$ cat config.mk
export PLATFORM = sky130hd
export DESIGN_NAME = proc_demux_reg
export DESIGN_NICKNAME = d
export VERILOG_FILES = /design/src/rtl/proc_demux_reg.sv
export SDC_FILE = /design/constraint.sdc
export NUM_CORES = 1
export LEC_CHECK = 0
export CAP_MARGIN = 20
export CORE_UTILIZATION = 49
export CTS_CLUSTER_SIZE = 20
export DETAILED_ROUTE_END_ITERATION = 16
export GPL_TIMING_DRIVEN = 0
export PLACE_DENSITY = 0.84
export SLEW_MARGIN = 20
export SYNTH_ARGS = -nofsm -noshare
export SYNTH_HDL_FRONTEND = slang
export SYNTH_SLANG_ARGS = --single-unit
export TNS_END_PERCENT = 50
$ cat constraint.sdc
create_clock -name i_clk -period 3.6 [get_ports i_clk]
set_input_delay 0.72 -clock i_clk [delete_from_list [all_inputs] [get_ports i_clk]]
set_output_delay 0.72 -clock i_clk [all_outputs]
set_load 0.01 [all_outputs]
$ cat src/rtl/proc_demux_reg.sv
// proc_demux_reg
// Registered 1-to-4 demultiplexer with valid/ready handshakes on every port.
// A single producer presents one word per cycle together with a 2-bit select.
// The word is steered into a one-entry holding register owned by the selected
// destination (a..d). Each destination drains independently, so a stalled
// consumer only blocks words addressed to it.
//
// Ports
//   i_clk, i_rst_n            clock, asynchronous active-low reset
//   i_flush                   synchronous clear of all holding registers
//   i_demux_data/sel/valid    producer side; o_demux_ready is the accept
//   o_demux_data_x            held word for destination x (a..d)
//   o_demux_valid_x           destination x holding register full
//   i_demux_ready_x           destination x consumer accepts
//   o_busy                    any destination holding a word
module proc_demux_reg #(
  parameter int DATA_WIDTH = 32,
  parameter int MUX_SEL_SZ = 2
) (
  input  logic                  i_clk,
  input  logic                  i_rst_n,
  input  logic                  i_flush,
  input  logic [DATA_WIDTH-1:0] i_demux_data,
  input  logic [MUX_SEL_SZ-1:0] i_demux_sel,
  input  logic                  i_demux_valid,
  output logic                  o_demux_ready,
  output logic [DATA_WIDTH-1:0] o_demux_data_a,
  output logic [DATA_WIDTH-1:0] o_demux_data_b,
  output logic [DATA_WIDTH-1:0] o_demux_data_c,
  output logic [DATA_WIDTH-1:0] o_demux_data_d,
  output logic                  o_demux_valid_a,
  output logic                  o_demux_valid_b,
  output logic                  o_demux_valid_c,
  output logic                  o_demux_valid_d,
  input  logic                  i_demux_ready_a,
  input  logic                  i_demux_ready_b,
  input  logic                  i_demux_ready_c,
  input  logic                  i_demux_ready_d,
  output logic                  o_busy
);

  localparam int NDEST = 4;

  logic [NDEST-1:0]      consumer_ready;
  logic [NDEST-1:0]      full;
  logic [NDEST-1:0]      drain;
  logic [NDEST-1:0]      load;
  logic [NDEST-1:0]      full_nxt;
  logic [DATA_WIDTH-1:0] hold [NDEST];
  logic                  acc;

  assign consumer_ready = {i_demux_ready_d, i_demux_ready_c,
                           i_demux_ready_b, i_demux_ready_a};

  assign drain = full & consumer_ready;

  // Ready looks only at the selected destination; a draining destination can
  // take a new word in the same cycle, giving one word per cycle throughput.
  // i_demux_valid deliberately does not feed this path.
  assign o_demux_ready = ~i_flush & (~full[i_demux_sel] | drain[i_demux_sel]);

  assign acc = i_demux_valid & o_demux_ready;

  always_comb begin
    load = '0;
    if (acc) load[i_demux_sel] = 1'b1;
    // Drains on every port proceed even during a flush; the flush then
    // empties whatever is left.
    if (i_flush) full_nxt = '0;
    else         full_nxt = (full & ~drain) | load;
  end

  // Holding registers: data only moves on accept, so a held word is stable
  // for as long as its consumer withholds ready.
  always_ff @(posedge i_clk or negedge i_rst_n) begin
    if (!i_rst_n) begin
      full <= '0;
      for (int i = 0; i < NDEST; i++) hold[i] <= '0;
    end else begin
      full <= full_nxt;
      for (int i = 0; i < NDEST; i++) begin
        if (load[i]) hold[i] <= i_demux_data;
      end
    end
  end

  assign o_demux_valid_a = full[0];
  assign o_demux_valid_b = full[1];
  assign o_demux_valid_c = full[2];
  assign o_demux_valid_d = full[3];
  assign o_demux_data_a  = hold[0];
  assign o_demux_data_b  = hold[1];
  assign o_demux_data_c  = hold[2];
  assign o_demux_data_d  = hold[3];
  assign o_busy          = |full;

endmodule

==> results.toml, run 1 <==
[floorplanning]
ios = 176
fp.coreArea_mm2 = 0.01028
rows = 37
start_util_pct = 50.26
die_h_um = 104.7
die_w_um = 104.7
dieArea_mm2 = 0.01096

[clock_network]
cts_resized = 0
cts_hold_buf = 0
cts.clk_slew.worst_paths_ns = 0.06
clk_path_buf_depth = 2
cts_setup_buffers = 0
worstSkewPairLatency_ns = 0.51
cts_htree_levels = 4
cts_tree = "yes"
cts-root-buf = "clkbuf_8"
clkSinkCount = 132
cts_buffers = 17

[sta]
final_hold_viol_count = 0
fin_skew_ns = 0.01027
rsz0062_at_grt = "no"
relSlewSlack_pct = 70.55
worstMarginPinSlew_ns = 0.4417
fmaxAchievable_ghz = 0.3279
setup_violations = 0
setup_tns_ns = 0
slew_violations = 0
finalCritPeriodShare_pct = 84.71
min_period_ns = 3.050

[finish]
layout.cells.non_filler = 640
nFillCells = 642
final_area_mm2 = 0.007670
multi_input_area_mm2 = 0.001730
antennaDiodeCount = 0
final_util_pct = 74.63
regArea_mm2 = 0.003303
drive_gt1_share_pct = 33.53
syn2layout_area_growth_pct = 48.50
nets = 533

[power]
power.total_mw = 4.941
p_per_area_mw_per_mm2 = 644.3
power_leakage_nw = 3.321
ir_worst_vdd_mv = 0.3907

[detailed_routing]
drt_iter0_markers = 121
wl_per_cell_um = 18.93
vias_per_cell = 5.092
route.detailed.drc = 0
drt-pass1-iter-count = 4
finalWirelength_um = 12110
num_vias = 3259
ant_nets = 0

[synthesis]
yosysSeqAreaShare_pct = 63.95
synth_area_leaders = "dfrtp_1, mux2_2, mux2_4"
netlist_instances = 297
synth_edf_count = 0
netlist_area_mm2 = 0.005165
synth_common_cells = "dfrtp_1, mux2_2, mux2_4"
synth_nets = 339
synth_seq_cells = 132
synth_top_area_cell = "dfrtp_1"
yosysMostFrequentCell = "dfrtp_1"
synth-main-ff-cell = "dfrtp_1"
synth_top_cell_area_share_pct = 63.95
yosys_warnings = 0
netlist-cell-type-count = 23
syn_area_per_cell_um2 = 17.39
synthArstFlopShare_pct = 100.0

[placed_design]
io_buffers = 174
post-place-cells = 608
placed_cell_area_mm2 = 0.007109
hpwl_um = 8452
gp_congestion = 0.7237

[global_route]
grt_max_degree = 77
grt_pass1_vias = 3570
gr-total-overflow = 0
grt_antenna_before_repair = 0
grt_pass1_wl_um = 19510
grt_usage_pct = 23.73

[hold_path]
hold_class = "input pin to asynchronous set/reset pin"

[worst_setup_path]
critical_path_arrival_ns = 2.33
worstPathRequired_ns = 2.88
path_max_fanout = 8
reg2reg_setup_slack_ns = 2.10
crit_type = "input pin to output pin"
crit_path_end_kind = "output pin"
worst_setup_path_start_kind = "input pin"

[job]
maxCapViolCount = 0

[status]
status = "finished, final reports clean"
==> worst max-delay path, stage by stage <==
cell	delay, ns
clkdlybuf4s50_1	0.60
nand4bb_1	0.16
o311ai_0	0.13
a21oi_1	0.15
clkdlybuf4s50_1	0.56
==> flip-flops by register name, indices dropped and copies added (netlist names) <==
signal	cells
o_demux_data_a	32
o_demux_data_b	32
o_demux_data_c	32
o_demux_data_d	32
full	4
==> layout make-up <==
class | count | share of cell area, %
sequential | 132 | 43.07
timing repair buffer | 175 | 23.13
multi-input combinational | 150 | 22.56
clock buffer | 23 | 5.954
tap | 136 | 2.219
buffer | 14 | 1.664
clock inverter | 9 | 1.354
inverter | 1 | 0.04894
==> final timing paths <==
kind                       depth (start not counted)                  to              start
min in group i_clk                                 1   o_demux_data_c[1]  o_demux_data_c[1]
max in group asynchronous                          2  o_demux_data_a[17]            i_rst_n
max reg2reg                                        5  o_demux_data_d[21]            full[3]
min reg2reg                                        1   o_demux_data_c[1]  o_demux_data_c[1]
max                                                5       o_demux_ready     i_demux_sel[1]
min                                                1  o_demux_data_d[28]            i_rst_n
==> where the power goes <==
part           switching, mW  leakage [nW]  total, mW  internal (mW)
sequential             0.178          1.59       1.99           1.81
combinational          0.477          1.46       1.34          0.862
clock                  0.600         0.272       1.62           1.02
==> stage by stage <==
| stage | hold WS (ns) | setup WS [ns] |
|---|---|---|
| after floorplan | 0.4244 | 1.588 |
| after global placement | 0.4743 | -3.156 |
| after detailed placement | 0.4887 | 0.5452 |
| after CTS | 0.1230 | 0.5316 |
| after global routing | 0.1355 | 0.4193 |
| final | 0.1190 | 0.5505 |
==> layer usage <==
layer  vias up  wire length (um)  share of wire (%)  track usage [%]
met5         -                 0                  0                0
met4         0               283                2.3            10.06
met3        22               882                7.3            8.484
met2       124              6115                 50            39.55
met1      1664              4830                 40            27.79
li1       1449                 -                  -                -
==> cell families after synthesis <==
| group | share of synthesized area, % |
|---|---|
| buf+inv | 2.543 |
| simple gates | 2.567 |
| mux | 30.28 |
| flops | 63.95 |
| compound gates | 0.6540 |
==> cell usage in the layout (no fill, tap or decap), drive strengths merged, types with 2 or more instances in the layout <==
cell,count
mux2,128
nand2b,4
buf,16
clkdlybuf4s50,173
bufinv,2
a21oi,5
dfrtp,132
nand3,3
clkbuf,23
clkinv,5
clkinvlp,2
No activity file was read; power rests on OpenSTA's default activity.
==> run 2, diff against run 1 <==
--- a/config.mk
+++ b/config.mk
@@ -6,11 +6,11 @@
 export NUM_CORES = 1
 export LEC_CHECK = 0
 export CAP_MARGIN = 20
-export CORE_UTILIZATION = 49
+export CORE_UTILIZATION = 45
 export CTS_CLUSTER_SIZE = 20
 export DETAILED_ROUTE_END_ITERATION = 16
 export GPL_TIMING_DRIVEN = 0
-export PLACE_DENSITY = 0.84
+export PLACE_DENSITY = 0.78
 export SLEW_MARGIN = 20
 export SYNTH_ARGS = -nofsm -noshare
 export SYNTH_HDL_FRONTEND = slang
==> constraint.sdc (replaced) <==
create_clock -name i_clk -period 3.1 [get_ports i_clk]
set_input_delay 0.62 -clock i_clk [delete_from_list [all_inputs] [get_ports i_clk]]
set_output_delay 0.62 -clock i_clk [all_outputs]
set_load 0.01 [all_outputs]
==> run 2 against run 1 <==
  * Design area grew 1.3%
  * Die area grew 8.7%
  * Setup slack worse by 0.32 ns
  * Worst hold slack gained 0.0082 ns
  * Sequential cell count did not move
  * Non-clock buffer count unchanged
  * Cell count grew 0.63%
  * Register-to-register slack worse by 0.50 ns
  * Global-route usage fell by 2.2 points
  * Count of clock-buffer cells in the layout fell by 2
  * Clock power grew 37%
  * First-iteration DRC count fell by 34%
  * Largest power group unchanged
  * Highest routed layer unchanged
==> results.toml, run 2 (synthesis gave the netlist of run 1 again) <==
[clock_network]
worstSkewPairLatency_ns = 0.41
cts_htree_levels = 4
cts_resized = 0
cts.clk_slew.worst_paths_ns = 0.05
cts-root-buf = "clkbuf_16"
clk_path_buf_depth = 2
cts_buffers = 17
clkSinkCount = 132
cts_tree = "yes"
cts_setup_buffers = 0
cts_hold_buf = 0

[floorplanning]
die_w_um = 109.1
dieArea_mm2 = 0.01191
rows = 38
ios = 176
fp.coreArea_mm2 = 0.01103
start_util_pct = 46.82
die_h_um = 109.1

[detailed_routing]
ant_nets = 0
drt-pass1-iter-count = 4
vias_per_cell = 5.019
num_vias = 3232
wl_per_cell_um = 18.53
finalWirelength_um = 11940
route.detailed.drc = 0
drt_iter0_markers = 80

[sta]
worstMarginPinSlew_ns = 0.4723
relSlewSlack_pct = 68.52
fin_ws_ns = 0.2259
final_hold_viol_count = 0
finalCritPeriodShare_pct = 92.71
fmaxAchievable_ghz = 0.3479
holdWs_ns = 0.1272
fin_skew_ns = 0.006741
setup_violations = 0
min_period_ns = 2.874
rsz0062_at_grt = "no"
slew_violations = 0

[finish]
multi_input_area_mm2 = 0.001730
syn2layout_area_growth_pct = 50.44
final_cell_mix = "clkdlybuf4s50_1, dfrtp_1, mux2_2, mux2_4, clkbuf_16"
antennaDiodeCount = 0
final_common_cell = "clkdlybuf4s50_1"
nets = 533
final_util_pct = 70.44
drive_gt1_share_pct = 33.73
layout.cells.non_filler = 644
nFillCells = 763
regArea_mm2 = 0.003303

[worst_setup_path]
reg2reg_from = "full[1]"
crit_family = "buffers and inverters"
r2r_cells = 4
crit_path_end_kind = "output pin"
crit_top_cell = "clkdlybuf4s50_1"
reg2reg_setup_slack_ns = 1.60
path_max_fanout = 8
slowest_delay_ns = 0.61
worstPathRequired_ns = 2.48
r2r_end = "o_demux_data_b[18]"
critical_path_arrival_ns = 2.25
crit_type = "input pin to output pin"
worst_setup_path_start_kind = "input pin"
cpMaxStageDelayCell = "clkdlybuf4s50_1"
path_cells = "clkdlybuf4s50_1 -> nand4bb_1 -> o311ai_0 -> a21oi_1 -> clkdlybuf4s50_1"
crit_buf_inv = 2

[placed_design]
post-place-cells = 612
pre_cts_ws_ns = 0.2555
hpwl_um = 8318
io_buffers = 174
gp_congestion = 0.7248

[job]
maxCapViolCount = 0

[global_route]
grt_pass1_vias = 3472
grt_pass1_wl_um = 18570
grt_antenna_before_repair = 0
gr-total-overflow = 0
grt_max_degree = 73
grt_usage_pct = 21.54

[power]
p_per_area_mw_per_mm2 = 781.4
power_leakage_nw = 3.374
ir_worst_vdd_mv = 0.8437
power.total_mw = 6.072

[status]
status = "finished, final reports clean"

[hold_path]
hold_class = "input pin to asynchronous set/reset pin"
==> run 2: report_power, final <==
group          total (mW)  switching, mW  internal (mW)
combinational        1.55          0.547           1.00
clock                2.22          0.703           1.52
sequential           2.30          0.201           2.10
==> run 2: metal layers <==
| metal | vias up | wire, um | global-route usage, % |
|---|---|---|---|
| li1 | 1447 | - | - |
| met1 | 1650 | 4729 | 24.47 |
| met2 | 115 | 5973 | 34.95 |
| met3 | 20 | 940 | 9.325 |
| met4 | 0 | 291 | 9.942 |
| met5 | - | 0 | 0 |
==> run 2: through the flow <==
stage / cell area [um^2] / setup TNS (ns)
3_3_place_gp: 7082 / -469.06
6_report: 7770 / 0
4_1_cts: 7770 / 0
5_1_grt: 7770 / 0
2_1_floorplan: 5165 / 0
3_5_place_dp: 7114 / 0
==> run 2: cell type report <==
cell class | instances | area share (%)
Timing Repair Buffer | 175 | 22.83
Sequential cell | 132 | 42.51
Clock buffer | 21 | 5.797
Buffer | 14 | 1.643
Tap cell | 140 | 2.254
Clock inverter | 11 | 2.641
Inverter | 1 | 0.04831
Multi-Input combinational cell | 150 | 22.27
==> run 2: worst max-delay path by stage <==
stage	start	to	slack [ns]	depth (start not counted)
final	i_demux_sel[1]	o_demux_ready	0.23	5
after CTS	i_demux_sel[1]	o_demux_ready	0.24	5
after global placement	i_rst_n	o_demux_data_a[14]	-3.56	1
after global routing	i_demux_sel[1]	o_demux_ready	0.13	5
after floorplan	i_demux_sel[0]	o_demux_ready	1.29	4
after detailed placement	i_demux_sel[1]	o_demux_ready	0.26	5
==> run 3, diff against run 2 <==
--- a/config.mk
+++ b/config.mk
@@ -6,6 +6,7 @@
 export NUM_CORES = 1
 export LEC_CHECK = 0
 export CAP_MARGIN = 20
+export CORE_MARGIN = 10
 export CORE_UTILIZATION = 45
 export CTS_CLUSTER_SIZE = 20
 export DETAILED_ROUTE_END_ITERATION = 16
==> run 3 against run 2 <==
  * Non-clock buffer count unchanged
  * Worst hold slack better by 0.014 ns
  * First-iteration DRC count up 78%
  * Critical path type unchanged
  * Global-route usage down 4.7 points
  * Core utilization down 2.0 points
  * Die area up 36%
==> results.toml, run 3 (synthesis gave the netlist of run 1 again) <==
[worst_setup_path]
crit_family = "buffers and inverters"
path_cells = "clkdlybuf4s50_1 -> nand4bb_1 -> o311ai_0 -> a21oi_1 -> clkdlybuf4s50_1"
crit_buf_inv = 2
worst_setup_path_start_kind = "input pin"
crit_top_cell = "clkdlybuf4s50_1"
path_max_fanout = 8
slowest_delay_ns = 0.61
worstPathRequired_ns = 2.48
crit_path_end_kind = "output pin"
crit_type = "input pin to output pin"
critical_path_arrival_ns = 2.26
cpMaxStageDelayCell = "clkdlybuf4s50_1"

[detailed_routing]
wl_per_cell_um = 20.87
num_vias = 3236
drt_iter0_markers = 142
top_layer = "met4"
met1_length_um = 5060
route.detailed.drc = 0
vias_per_cell = 5.002
finalWirelength_um = 13500
drt-pass1-iter-count = 4
dr_wl_met2_um = 7102
routed-wl-met3_um = 1165
ant_nets = 0

[power]
seq_power_share_pct = 38.6
cellInternalPower_mw = 4.459
clkPwrFrac_pct = 34.9
power_switching_mw = 1.502
ir_worst_vdd_mv = 0.5329
switching_share_pct = 25.19
p_comb_share_pct = 26.4
power_leakage_nw = 3.351
p_per_area_mw_per_mm2 = 769.8

[floorplanning]
start_util_pct = 45.62
fp.coreArea_mm2 = 0.01132
dieArea_mm2 = 0.01616
rows = 39
ios = 176
die_w_um = 127.1
die_h_um = 127.1

[global_route]
grt_usage_pct = 16.84
gr-total-overflow = 0
grt_pass1_wl_um = 21160
grt_pass1_vias = 3646
grt_antenna_before_repair = 0
grt_max_degree = 69

[clock_network]
cts-root-buf = "clkbuf_16"
clk_path_buf_depth = 2
cts.clk_slew.worst_paths_ns = 0.06
worstSkewPairLatency_ns = 0.41
cts_tree = "yes"
clkSinkCount = 132
cts_hold_buf = 0
cts_setup_buffers = 0
cts_resized = 0
cts_htree_levels = 4
cts_buffers = 17

[sta]
setup_tns_ns = 0
relSlewSlack_pct = 66.39
final_hold_viol_count = 0
fmaxAchievable_ghz = 0.3474
worstMarginPinSlew_ns = 0.5041
setup_violations = 0
slew_violations = 0
fin_skew_ns = 0.004109
min_period_ns = 2.878
rsz0062_at_grt = "no"
finalCritPeriodShare_pct = 92.84

[status]
status = "finished, final reports clean"

[finish]
final_common_cell = "clkdlybuf4s50_1"
final_cell_mix = "clkdlybuf4s50_1, dfrtp_1, mux2_2, mux2_4, clkbuf_16"
nets = 533
layout.cells.non_filler = 647
syn2layout_area_growth_pct = 49.90
antennaDiodeCount = 0
drive_gt1_share_pct = 34.33

[placed_design]
io_buffers = 174
hpwl_um = 9926
post-place-cells = 615
gp_congestion = 0.7461

[hold_path]
hold_class = "input pin to asynchronous set/reset pin"

[job]
maxCapViolCount = 0
[run 3: power by group through the flow]
| stage | sequential, mW | combinational [mW] | clock [mW] |
|---|---|---|---|
| floorplan | 2.48 | 0.409 | 0 |
| global placement | 2.30 | 1.57 | 0 |
| detailed placement | 2.32 | 1.60 | 0 |
| CTS | 2.31 | 1.61 | 2.13 |
| global route | 2.35 | 1.67 | 2.21 |
| finish | 2.30 | 1.58 | 2.08 |
[run 3: final timing paths]
check,from,slack [ns],to,cells past startpoint
worst max-delay path,i_demux_sel[1],0.22,o_demux_ready,5
worst min-delay path,i_rst_n,0.14,full[1],1
worst max register to register,full[0],1.58,o_demux_data_a[23],4
worst min register to register,o_demux_data_c[20],0.50,o_demux_data_c[20],1
max in group asynchronous,i_rst_n,2.27,o_demux_data_a[7],2
min in group i_clk,o_demux_data_c[20],0.50,o_demux_data_c[20],1
[run 3: through the flow]
| step | utilization (%) | total power, mW | instance area (um^2) | worst slack [ns] | hold WS, ns |
|---|---|---|---|---|---|
| final | 68.39 | 5.960 | 7742 | 0.2219 | 0.1411 |
| after global routing | 68.39 | 6.228 | 7742 | 0.1612 | 0.1676 |
| after CTS | 68.39 | 6.045 | 7742 | 0.2300 | 0.1584 |
| after detailed placement | 62.88 | 3.927 | 7118 | 0.2370 | 0.4808 |
| after global placement | 62.59 | 3.874 | 7086 | -3.602 | 0.4754 |
| after floorplan | - | 2.893 | 5165 | 1.288 | 0.3244 |
[run 3: final cells by class]
type	count	area [um^2]
fillers	801	3578
clock inverters	14	185.2
clock buffers	18	439.2
inverters	1	3.754
plain buffers	14	127.6
flip-flops and latches	132	3303
multi-input cells	150	1730
well taps	143	178.9
repair buffers	175	1774
[run 3: routing by layer]
layer  track usage [%]  vias to the layer above
met5                 0                        -
met4             5.693                        0
met3             8.023                       16
met2             28.98                      105
met1             17.74                     1681
li1                  -                     1434
